--- src/rtl/mips_sramlike_bridge.sv ---
`default_nettype none
// +-----------------------------------------------------------------------------+
// | Module      : mips_sramlike_bridge                                          |
// | Description : Bridges NCH single-cycle SRAM-style core ports onto one       |
// |               sram-like bus (req/addr_ok/data_ok). Channels are served in   |
// |               fixed priority (ch0 first); a global stall is held until all  |
// |               channels requesting in the current pipeline cycle are done.   |
// |               Optional macro BRIDGE_ADDR_MAP_EN clears the top three        |
// |               address bits for kseg0/kseg1 accesses.                        |
// | Revision    : 1.0 - initial release                                         |
// +-----------------------------------------------------------------------------+
module mips_sramlike_bridge #(
  parameter int NCH    = 2,
  parameter int ADDR_W = 32,
  parameter int DATA_W = 32
) (
  input  logic                       clk,
  input  logic                       rst,
  input  logic [NCH-1:0]             cpu_en,
  input  logic [NCH*(DATA_W/8)-1:0]  cpu_wen,
  input  logic [NCH*ADDR_W-1:0]      cpu_addr,
  input  logic [NCH*DATA_W-1:0]      cpu_wdata,
  output logic [NCH*DATA_W-1:0]      cpu_rdata,
  output logic                       cpu_stall,
  output logic                       bus_req,
  output logic                       bus_wr,
  output logic [1:0]                 bus_size,
  output logic [ADDR_W-1:0]          bus_addr,
  output logic [DATA_W-1:0]          bus_wdata,
  input  logic                       bus_addr_ok,
  input  logic                       bus_data_ok,
  input  logic [DATA_W-1:0]          bus_rdata
);

  localparam int BE_W  = DATA_W / 8;
  localparam int SEL_W = (NCH > 1) ? $clog2(NCH) : 1;
  localparam logic [BE_W-1:0] c_byte_one = {{(BE_W-1){1'b0}}, 1'b1};
  localparam logic [BE_W-1:0] c_half_one = {{(BE_W-2){1'b0}}, 2'b11};

  typedef enum logic [1:0] {
    S_IDLE = 2'd0,
    S_ADDR = 2'd1,
    S_DATA = 2'd2
  } state_t;

  state_t              r_state;
  state_t              w_state_nxt;
  logic [NCH-1:0]      r_done;
  logic [SEL_W-1:0]    r_sel;
  logic [NCH-1:0]      w_pending;
  logic                w_any;
  logic [SEL_W-1:0]    w_first;
  logic [BE_W-1:0]     w_first_wen;
  logic [1:0]          w_first_size;
  logic [ADDR_W-1:0]   w_first_addr;

  assign w_pending = cpu_en & ~r_done;
  assign w_any     = |w_pending;
  assign cpu_stall = w_any;

  // Pick the lowest-index pending channel and derive its bus fields
  always_comb begin
    w_first = '0;
    for (int i = NCH - 1; i >= 0; i--) begin
      if (w_pending[i]) w_first = SEL_W'(i);
    end
    w_first_wen = cpu_wen[w_first*BE_W +: BE_W];
    // Read, full word and irregular byte masks all go out as word accesses
    w_first_size = 2'd2;
    for (int i = 0; i < BE_W; i++) begin
      if (w_first_wen == (c_byte_one << i)) w_first_size = 2'd0;
    end
    for (int k = 0; k + 1 < BE_W; k += 2) begin
      if (w_first_wen == (c_half_one << k)) w_first_size = 2'd1;
    end
    w_first_addr = cpu_addr[w_first*ADDR_W +: ADDR_W];
`ifdef BRIDGE_ADDR_MAP_EN
    // kseg0/kseg1 are unmapped windows onto low physical memory
    if (w_first_addr[ADDR_W-1 -: 2] == 2'b10) w_first_addr[ADDR_W-1 -: 3] = 3'b000;
`else
    // Bus sees the core's address unchanged
`endif
  end

  // State register
  always_ff @(posedge clk) begin
    if (rst) r_state <= S_IDLE;
    else     r_state <= w_state_nxt;
  end

  // Next-state and bus request decode
  always_comb begin
    w_state_nxt = r_state;
    bus_req     = 1'b0;
    case (r_state)
      S_IDLE: if (w_any) w_state_nxt = S_ADDR;
      S_ADDR: begin
        bus_req = 1'b1;
        if (bus_addr_ok) w_state_nxt = S_DATA;
      end
      // A data_ok arriving together with addr_ok is not seen here
      S_DATA: if (bus_data_ok) w_state_nxt = S_IDLE;
      default: w_state_nxt = S_IDLE;
    endcase
  end

  // Latch the selected request, track completion, capture read data
  always_ff @(posedge clk) begin
    if (rst) begin
      r_sel     <= '0;
      r_done    <= '0;
      cpu_rdata <= '0;
      bus_wr    <= 1'b0;
      bus_size  <= 2'd0;
      bus_addr  <= '0;
      bus_wdata <= '0;
    end else begin
      if (r_state == S_IDLE && w_any) begin
        r_sel     <= w_first;
        bus_wr    <= |w_first_wen;
        bus_size  <= w_first_size;
        bus_addr  <= w_first_addr;
        bus_wdata <= cpu_wdata[w_first*DATA_W +: DATA_W];
      end
      // Pipeline advances this cycle: open a fresh round of accesses
      if (!w_any && |cpu_en) r_done <= '0;
      if (r_state == S_DATA && bus_data_ok) begin
        r_done[r_sel] <= 1'b1;
        if (!bus_wr) cpu_rdata[r_sel*DATA_W +: DATA_W] <= bus_rdata;
      end
    end
  end

endmodule
`default_nettype wire
--- config.mk ---
export PLATFORM = sky130hd
export DESIGN_NAME = mips_sramlike_bridge
export DESIGN_NICKNAME = d
export VERILOG_FILES = /design/src/rtl/mips_sramlike_bridge.sv
export SDC_FILE = /design/constraint.sdc
export NUM_CORES = 1
export LEC_CHECK = 0
export ABC_AREA = 1
export BUFFER_PORTS_ARGS = -buffer_cell sky130_fd_sc_hd__buf_4
export CORE_AREA = 2 2 118 120
export CTS_BUF_LIST = sky130_fd_sc_hd__clkbuf_4
export DETAILED_ROUTE_END_ITERATION = 16
export DIE_AREA = 0 0 120 122
export PLACE_DENSITY = 0.79
export SLEW_MARGIN = 20
export SYNTH_ARGS = -nofsm -noshare
export SYNTH_HDL_FRONTEND = slang
export SYNTH_SLANG_ARGS = --single-unit
--- constraint.sdc ---
create_clock -name clk -period 1.6 [get_ports clk]
set_input_delay 0.32 -clock clk [delete_from_list [all_inputs] [get_ports clk]]
set_output_delay 0.32 -clock clk [all_outputs]
set_load 0.02 [all_outputs]
# [After elaboration in Yosys (flattened, before gate mapping)]
# Index checks and enable logic that the tools add are counted.
# Widths: inputs -> output; s select.
[word_totals] wordCells=61 input_bits=174 regBits=136
[classes] n_addsub=1 n_shift=5 n_bitwise=4 eq_ne=11 magnitude_cmp=2 n_mux=19 n_reduce_logical=11
[ops] op="$shiftx 64x7->32" n=2
[ops] op="$bwmux 64" n=1
[ops] op="$shift 32x34->64 const A" n=1
[ops] op="$shiftx 32x34->64" n=1
[ops] op="$neg 6->34" n=1
[ops] op="$mux 2" n=12
[ops] op="$eq 4x2->1 const B" n=2
[ops] op="$eq 4x4->1 const B" n=2
[ops] op="$shiftx 8x4->4" n=1
[ops] op="$ne 2x2->1 const B" n=3
[ops] op="$pmux 2 s3" n=1
[ops] op="$eq 4x1->1 const B" n=1
[ops] op="$eq 4x3->1 const B" n=1
[ops] op="$logic_and 1x1->1" n=4
[ops] op="$mux 1" n=4
[ops] op="$reduce_or 2->1" n=2
[ops] op="$reduce_or 4->1" n=1
[ops] op="$reduce_and 3->1" n=1
[ops] op="$and 2x2->2" n=1
[ops] op="$eq 2x1->1 const B" n=1
[ops] op="$eq 2x2->1 const B" n=1
[ops] op="$logic_not 2->1" n=1
[ops] op="$lt 1x2->1 const B" n=1
[ops] op="$not 2->2" n=1
[ops] op="other kinds (6)" n=6

# [Logic depth before layout (Yosys ltp)]
# Gate-level depths: netlist of the first run.
[logic_depth] word_depth=12 ltp_mapped=12

# [Least setup slack after synthesis of the first run]
# OpenSTA, ideal clock, no wires.
[synth_timing] kind="register to register" from="register r_done[1]" to="register bus_addr[24]" setup_ns=0.115 t_arrival_ns=1.244 t_required_ns=1.485 period_less_slack_ns=1.359 path_slack_ns=0.241 path_buffers=2 stages_incl_launch_ff=11 path_cell_list="dfxtp_1 -> nor2_8 -> inv_2 -> nand2_4 -> nand2_4 -> inv_4 -> buf_6 -> buf_6 -> nand3_1 -> o211ai_1 -> inv_2"
[synth_lines] element="start: declaration" line="48" source="logic [NCH-1:0] r_done;"
[synth_lines] element="start signal: assignment" line="111" source="r_done <= '0;"
[synth_lines] element="start signal: assignment" line="126" source="if (!w_any && |cpu_en) r_done <= '0;"
[synth_lines] element="start signal: indexed assignment" line="128" source="r_done[r_sel] <= 1'b1;"
[synth_lines] element="$not 2->2" line="57" source="assign w_pending = cpu_en & ~r_done;"
[synth_lines] element="$and 2x2->2" line="57"
[synth_lines] element="$reduce_or 2->1" line="58" source="assign w_any = |w_pending;"
[synth_lines] element="via cpu_stall" line="24" source="output logic cpu_stall,"
[synth_lines] element="$logic_and 1x1->1" line="118" source="if (r_state == S_IDLE && w_any) begin"
[synth_lines] element="end signal: assignment" line="122" source="bus_addr <= w_first_addr;"
[synth_lines] element="end: declaration" line="28" source="output logic [ADDR_W-1:0] bus_addr,"
# The timed path passes the listed nets, and every way through them passes these cells.
# A chain may end at the register's enable or synchronous reset.

# [Worst setup path in the final report of the first run]
[layout_timing] from="register r_done[1]" to="output cpu_stall"
[layout_via] elab_chain_cells=3
[layout_lines] element="$not 2->2" line="57"
[layout_lines] element="$and 2x2->2" line="57"
[layout_lines] element="$reduce_or 2->1" line="58"
[layout_lines] element="end: declaration" line="24"
# No other way between the ends.

==> run_results.csv, run 1 <==
group,metric,value,unit
outcome,run_status,"complete, no violations",
synth,syn_nets,970,
pwr,total_power,8.09,mW
critical_path,worst_setup_path_end_kind,"output port",
sta,slew_headroom,0.713,
final_layout,multi_input_area,0.00248,mm²
clock_network,clock_latency,0.54,ns
critical_path,cp_data_arrival_time,1.23,ns
synth,synth-xor-area-share,0,
placed_design,dpl.hpwl,12900,µm
critical_path,crit_fanout,2,
synth,ys_seq_area_frac,0.468,
critical_path,cp_cell_sequence,"nor2_8 > inv_2 > nand2_4 > buf_6",
sta,rsz0062_at_grt,"yes",
final_layout,fillCellCount,1224,
synth,synth_area_per_cell,7.30,µm²
sta,finalCritPeriodShare,0.966,
die,die_x,120,µm
synth,yosys.area_share.adder,0,
critical_path,max_stage_delay,0.38,ns
drt,wl_per_cell,14.1,µm
drt,drc,0,
synth,synth-simple-area-share,0.280,
placed_design,post-place-ws,0.0547,ns
global_routing,grt.overflow.total,0,
clock_network,cts_buffers,17,
synth,ys_ff_latch,136,
synth,synth_top_family_by_area,"simple AND/OR/NAND/NOR gates",
global_routing,grt_pass1_wl,28500,µm
sta,setup_slack,0.0544,ns
final_layout,final_area,0.00872,mm²
die,dieHeight,122,µm
placed_design,place.gp.congestion,0.892,
final_layout,area_growth,49.9,%
synth,synth.area.mux_share,0,
final_layout,final_layout_size_suffix_gt1_frac,0.341,
sta,tightest_slew,0.431,ns
clock_network,cts_tree,"yes",
global_routing,grt_max_degree,97,
sta,fin_skew,0.0209,ns
pwr,vdd_drop_max,521,µV
drt,drtAntennaViolNets,0,
clock_network,cts_root_buffer,"clkbuf_4",
placed_design,dp_cells,1245,
final_layout,layout_common_cells,"319 x buf_4, 196 x nand2_1, 133 x dfxtp_1",
sta,report.final.hold_viol_count,0,
die,row_count,43,
sta,fmax,647,MHz
pwr,power_density,928,mW/mm²
hold_path,min-delay-path-class,"input pin to flip-flop",
critical_path,cp_slowest_cell,"dfxtp_4",
clock_network,htree_levels,4,
die,num_io_pins,307,
final_layout,final_cells,1290,
drt,routed_wirelength,18100,µm
synth,yosysWarnings,0,
global_routing,grt_util_all_layers,0.244,
final_layout,layout_commonest_cell,"buf_4",
sta,drv_slew,0,
synth,syn_area,0.00581,mm²
critical_path,path_buf_inv,2,
die,die-area,0.0146,mm²
pwr,power.leakage,4.40,nW
synth,synth.distinct_cells,20,
drt,drt-initial-drc-count,460,
critical_path,worstSetupPathType,"flip-flop to output port",
clock_network,path_clk_slew,0.12,ns
sta,setup_viol_count_final,0,
sta,fin_crit,1.55,ns
critical_path,required,1.28,ns
global_routing,grt_pass1_vias,5873,
clock_network,cts.sinks,136,
critical_path,path_delay_family,"flip-flops",
clock_network,clock_tree.buffer_depth,2,
drt,via_per_inst,4.85,
synth,netlist_instances,796,
placed_design,place_area,0.00825,mm²
final_layout,regArea,0.00273,mm²
drt,drt-pass1-iter-count,4,
placed_design,port_buffers,306,
die,core_area,0.0135,mm²
critical_path,start_kind,"flip-flop",
sta,fin_hold_ws,0.0394,ns
global_routing,antenna_found_initial,1,
final_layout,nets,1270,
synth,synth_compound_area_frac,0.144,
die,start_util,0.431,
run,cap_violations,0,
drt,vias,6262,
==> final cells by class <==
type	instances	share of cell area
Antenna cell	1	0.000287
Clock buffer	18	0.0155
Clock inverter	14	0.0199
Inverter	82	0.0356
Multi-Input combinational cell	519	0.285
Sequential cell	136	0.313
Tap cell	180	0.0258
Timing Repair Buffer	340	0.305
==> per-layer routing <==
metal | global-route usage | up-vias | wire [µm]
met2 | 0.404 | 256 | 8650
met1 | 0.295 | 2783 | 7520
met3 | 0.0754 | 38 | 1460
met4 | 0.0993 | 0 | 508
li1 | - | 3185 | -
met5 | 0 | - | 0
==> per-stage QoR <==
stage               setup TNS, ns  utilization
finish                          0        0.646
global placement                0        0.611
CTS                       -0.0239        0.642
global route              -0.0820        0.646
detailed placement              0        0.611
floorplan                       0            -
==> Yosys cell counts <==
library cell  count  area [µm²]
clkinv_1          1        3.75
a21oi_1          38         190
nand3_1         104         521
nor2_1           74         278
inv_4             1        6.26
inv_2             5        18.8
dfxtp_1         136        2720
nand2_2           1        6.26
inv_1            75         282
buf_4             8        60.1
nand3b_1          4        30.0
buf_6             5        56.3
nor2_2            1        6.26
o21ai_0          32         160
nor2_8            1        20.0
buf_2            19        95.1
o211ai_1         65         488
nand2_1         196         736
nand2_4           3        33.8
clkbuf_1         27         101
==> tightest hold or removal path, delay by kind of cell <==
family / cells / cell delay [ns]
AOI/OAI and AO/OA: 1 / 0.07
buffers and inverters: 1 / 0.08
and+or+nand+nor: 1 / 0.08
==> where the power goes <==
part	total [mW]	internal, mW	switching (mW)
Combinational	1.90	0.874	1.03
Sequential	3.75	3.61	0.137
Clock	2.44	1.11	1.33
Total	8.09	5.60	2.49
==> path summary, 6_finish.rpt <==
kind	end	slack [ns]	cells past startpoint	startpoint
setup / recovery	cpu_stall	0.05	4	r_done[1]
hold / removal	cpu_rdata[47]	0.04	3	bus_rdata[15]
setup reg to reg	bus_addr[16]	0.14	7	r_state[1]
hold reg to reg	cpu_rdata[22]	0.47	2	cpu_rdata[22]
==> flip-flops by register name (all words and copies together), names as in the netlist <==
name       count
bus_wr         1
r_done         2
r_state        2
bus_wdata     32
cpu_rdata     64
bus_addr      32
bus_size       2
r_sel          1
==> cells by family (layout without fill, tap and decap cells) <==
logic type	count (synthesis)	after routing
AND/OR/NAND/NOR	384	384
buffers and inverters	141	454
flip-flops	136	136
AO/OA/AOI/OAI	135	135
other	0	1
==> what timing repair did <==
action                                  in CTS  in global routing
endpoints found under the setup margin       2                 36
gates resized for setup                      4                  8
hold endpoints to repair                     9                  2
hold buffers                                 9                  2
setup buffers                                1                  0
pin swaps                                    1                  0
Note: power is estimated with default switching activity, not from simulation.
==> run 2: changes to the inputs <==
--- a/config.mk
+++ b/config.mk
@@ -5,13 +5,13 @@
 export SDC_FILE = /design/constraint.sdc
 export NUM_CORES = 1
 export LEC_CHECK = 0
-export ABC_AREA = 1
+export ABC_AREA = 0
 export BUFFER_PORTS_ARGS = -buffer_cell sky130_fd_sc_hd__buf_4
-export CORE_AREA = 2 2 118 120
+export CORE_ASPECT_RATIO = 0.9
+export CORE_UTILIZATION = 42
 export CTS_BUF_LIST = sky130_fd_sc_hd__clkbuf_4
 export DETAILED_ROUTE_END_ITERATION = 16
-export DIE_AREA = 0 0 120 122
-export PLACE_DENSITY = 0.79
+export PLACE_DENSITY = 0.8
 export SLEW_MARGIN = 20
 export SYNTH_ARGS = -nofsm -noshare
 export SYNTH_HDL_FRONTEND = slang
==> constraint.sdc (replaced) <==
create_clock -name clk -period 1.3 [get_ports clk]
set_input_delay 0.26 -clock clk [delete_from_list [all_inputs] [get_ports clk]]
set_output_delay 0.26 -clock clk [all_outputs]
set_load 0.02 [all_outputs]
==> run 2 against run 1 <==
  * The flow now finishes with violations (negative setup slack)
  * Global-route usage grew 7.0 points
  * Sequential share of layout area shrank 6.1 points
  * Clock skew grew 0.012 ns
  * Largest cell class is now non-clock buffers
  * Largest power group unchanged
  * Highest routed layer is now met5
==> run_results.csv, run 2 <==
group,metric,value,unit
global_routing,grt_max_degree,33,
pwr,clkPwrFrac,0.269,
sta,fmax,579,MHz
synth,ys.flop_type,"dfxtp_1",
drt,drc,0,
drt,highest-signal-layer,"met5",
synth,ys_seq_area_frac,0.481,
drt,drt-initial-drc-count,599,
synth,synth_top_area_frac,0.481,
outcome,run_status,"finished with violations",
sta,fin_crit,1.73,ns
critical_path,worst_setup_path_end_kind,"flip-flop",
critical_path,crit_fanout,7,
sta,slew_headroom,0.653,
sta,tightest_slew,0.516,ns
global_routing,antenna_found_initial,3,
clock_network,cts_root_buffer,"clkbuf_4",
pwr,comb_power_share,0.313,
final_layout,regArea,0.00292,mm²
synth,synthTopCellsByCount,"136 x dfxtp_1, 132 x nand2_1, 73 x nor2_1",
die,die_x,124,µm
synth,async_reset_ff_frac,0,
drt,met1_length,10300,µm
clock_network,clock_latency,0.59,ns
clock_network,path_clk_slew,0.15,ns
synth,netlist_instances,621,
sta,setup_slack,-0.426,ns
final_layout,largest_reg_flops,64,
die,dieHeight,112,µm
pwr,total_power,11.3,mW
placed_design,dpl.hpwl,13300,µm
hold_path,min-delay-path-class,"input pin to flip-flop",
pwr,vdd_drop_max,898,µV
synth,yosysWarnings,0,
final_layout,reg_top3,"cpu_rdata x64, bus_addr x32, bus_wdata x32",
drt,drtAntennaViolNets,0,
die,die-area,0.0139,mm²
pwr,seq_power_share,0.418,
synth,synth.distinct_cells,36,
global_routing,grt_pass1_vias,6617,
clock_network,cts_buffers,17,
outcome,violations,"negative setup slack",
drt,drt-pass1-iter-count,5,
critical_path,worstSetupPathType,"flip-flop to flip-flop",
drt,wl_per_cell,25.0,µm
critical_path,start_kind,"flip-flop",
final_layout,layout_commonest_cell,"buf_4",
global_routing,grt_util_all_layers,0.314,
die,core_area,0.0129,mm²
synth,synth_area_per_cell,9.12,µm²
clock_network,cts_tree,"yes",
sta,fin_hold_ws,0.00382,ns
run,cap_violations,0,
synth,synth_area_leaders,"dfxtp_1 48%, mux2i_1 11%, nand2_1 8.8%",
pwr,power_density,976,mW/mm²
final_layout,layout_common_cells,"224 x buf_4, 149 x buf_6, 121 x dfxtp_2",
critical_path,cp_data_arrival_time,2.20,ns
pwr,p_int,7.50,mW
die,num_io_pins,307,
synth,synth.most_common_cell,"dfxtp_1",
critical_path,required,1.78,ns
global_routing,grt.overflow.total,0,
drt,wl_met2,15400,µm
synth,syn_area,0.00566,mm²
final_layout,area_growth,105,%
clock_network,htree_levels,4,
sta,finalCritPeriodShare,1.33,
pwr,swShare,0.337,
placed_design,place.gp.congestion,0.847,
clock_network,clock_tree.buffer_depth,2,
synth,synth_edf_count,0,
sta,fin_skew,0.0327,ns
final_layout,multi_input_area,0.00373,mm²
synth,yosysTopAreaCell,"dfxtp_1",
final_layout,final_layout_size_suffix_gt1_frac,0.770,
final_layout,nets,1205,
placed_design,port_buffers,306,
sta,setup_viol_count_final,245,
sta,drv_slew,0,
die,row_count,39,
synth,syn_nets,795,
drt,vias,7041,
die,start_util,0.438,
pwr,power.leakage,5.18,nW
clock_network,cts.sinks,136,
pwr,netSwitchingPower,3.81,mW
drt,via_per_inst,5.82,
drt,routed_wirelength,30300,µm
global_routing,grt_pass1_wl,34300,µm
final_layout,top_register,"cpu_rdata",
sta,report.final.hold_viol_count,0,
final_layout,final_util,0.896,
drt,wl_met3,2350,µm
sta,rsz0062_at_grt,"yes",
final_layout,fillCellCount,533,
synth,ys_ff_latch,136,
==> run 2: cell type report <==
cell class                      instances  area share
Multi-Input combinational cell        435       0.322
Antenna cell                            2    0.000432
Tap cell                              164      0.0177
Clock inverter                         14      0.0128
Clock buffer                           18      0.0117
Timing Repair Buffer                  441       0.383
Sequential cell                       136       0.252
==> run 2: repair_timing <==
item / 4_1_cts / 5_1_grt
hold endpoints to repair: 66 / 0
pin swaps: 35 / 118
setup buffers: 31 / 6
endpoints found under the setup margin: 245 / 266
cloned: 7 / 12
gates resized for setup: 327 / 276
hold buffers: 33 / 0
==> run 2: power by group through the flow <==
| stage | Combinational, mW | Sequential [mW] | Clock, mW |
|---|---|---|---|
| after detailed placement | 2.50 | 4.70 | 0 |
| after floorplan | 0.910 | 5.02 | 0 |
| after global routing | 3.66 | 4.75 | 3.19 |
| after global placement | 2.46 | 4.69 | 0 |
| after CTS | 3.12 | 4.70 | 2.86 |
| final | 3.54 | 4.73 | 3.04 |
==> run 2: worst paths after layout <==
check           startpoint             to  slack (ns)  cells past startpoint
max reg2reg     r_state[0]  cpu_rdata[29]       -0.43                      8
max             r_state[0]  cpu_rdata[29]       -0.43                      8
min          cpu_wdata[41]   bus_wdata[9]       0.004                      3
min reg2reg  cpu_rdata[11]  cpu_rdata[11]        0.47                      2
==> run 2: metal layers <==
layer	GRT usage	vias to the layer above
met5	0	-
met4	0.182	2
met3	0.0815	174
met2	0.565	500
met1	0.333	3381
li1	-	2984
==> run 2: logic make-up after synthesis <==
group           synth area share
mux                        0.115
simple gates               0.166
flops                      0.481
compound gates             0.181
xor+xnor                 0.00310
buf+inv                   0.0535
==> run 2: worst max-delay path, cell delays in order, from the launching register on <==
cell      delay, ns
dfxtp_2        0.37
nand3b_4       0.17
buf_6          0.14
buf_6          0.11
nor3_4         0.15
buf_6          0.17
buf_12         0.15
nand2_2        0.07
a21oi_2        0.27
==> run 2: through the flow <==
stage | area (µm²) | cells | TNS, ns | setup WS [ns]
CTS | 10400 | 1195 | -22.19 | -0.287
finish | 11600 | 1210 | -41.87 | -0.426
global route | 11600 | 1210 | -50.20 | -0.456
global placement | 8430 | 1092 | -7.07 | -0.149
detailed placement | 8430 | 1092 | -8.85 | -0.176
floorplan | 5710 | 621 | -0.978 | -0.0326
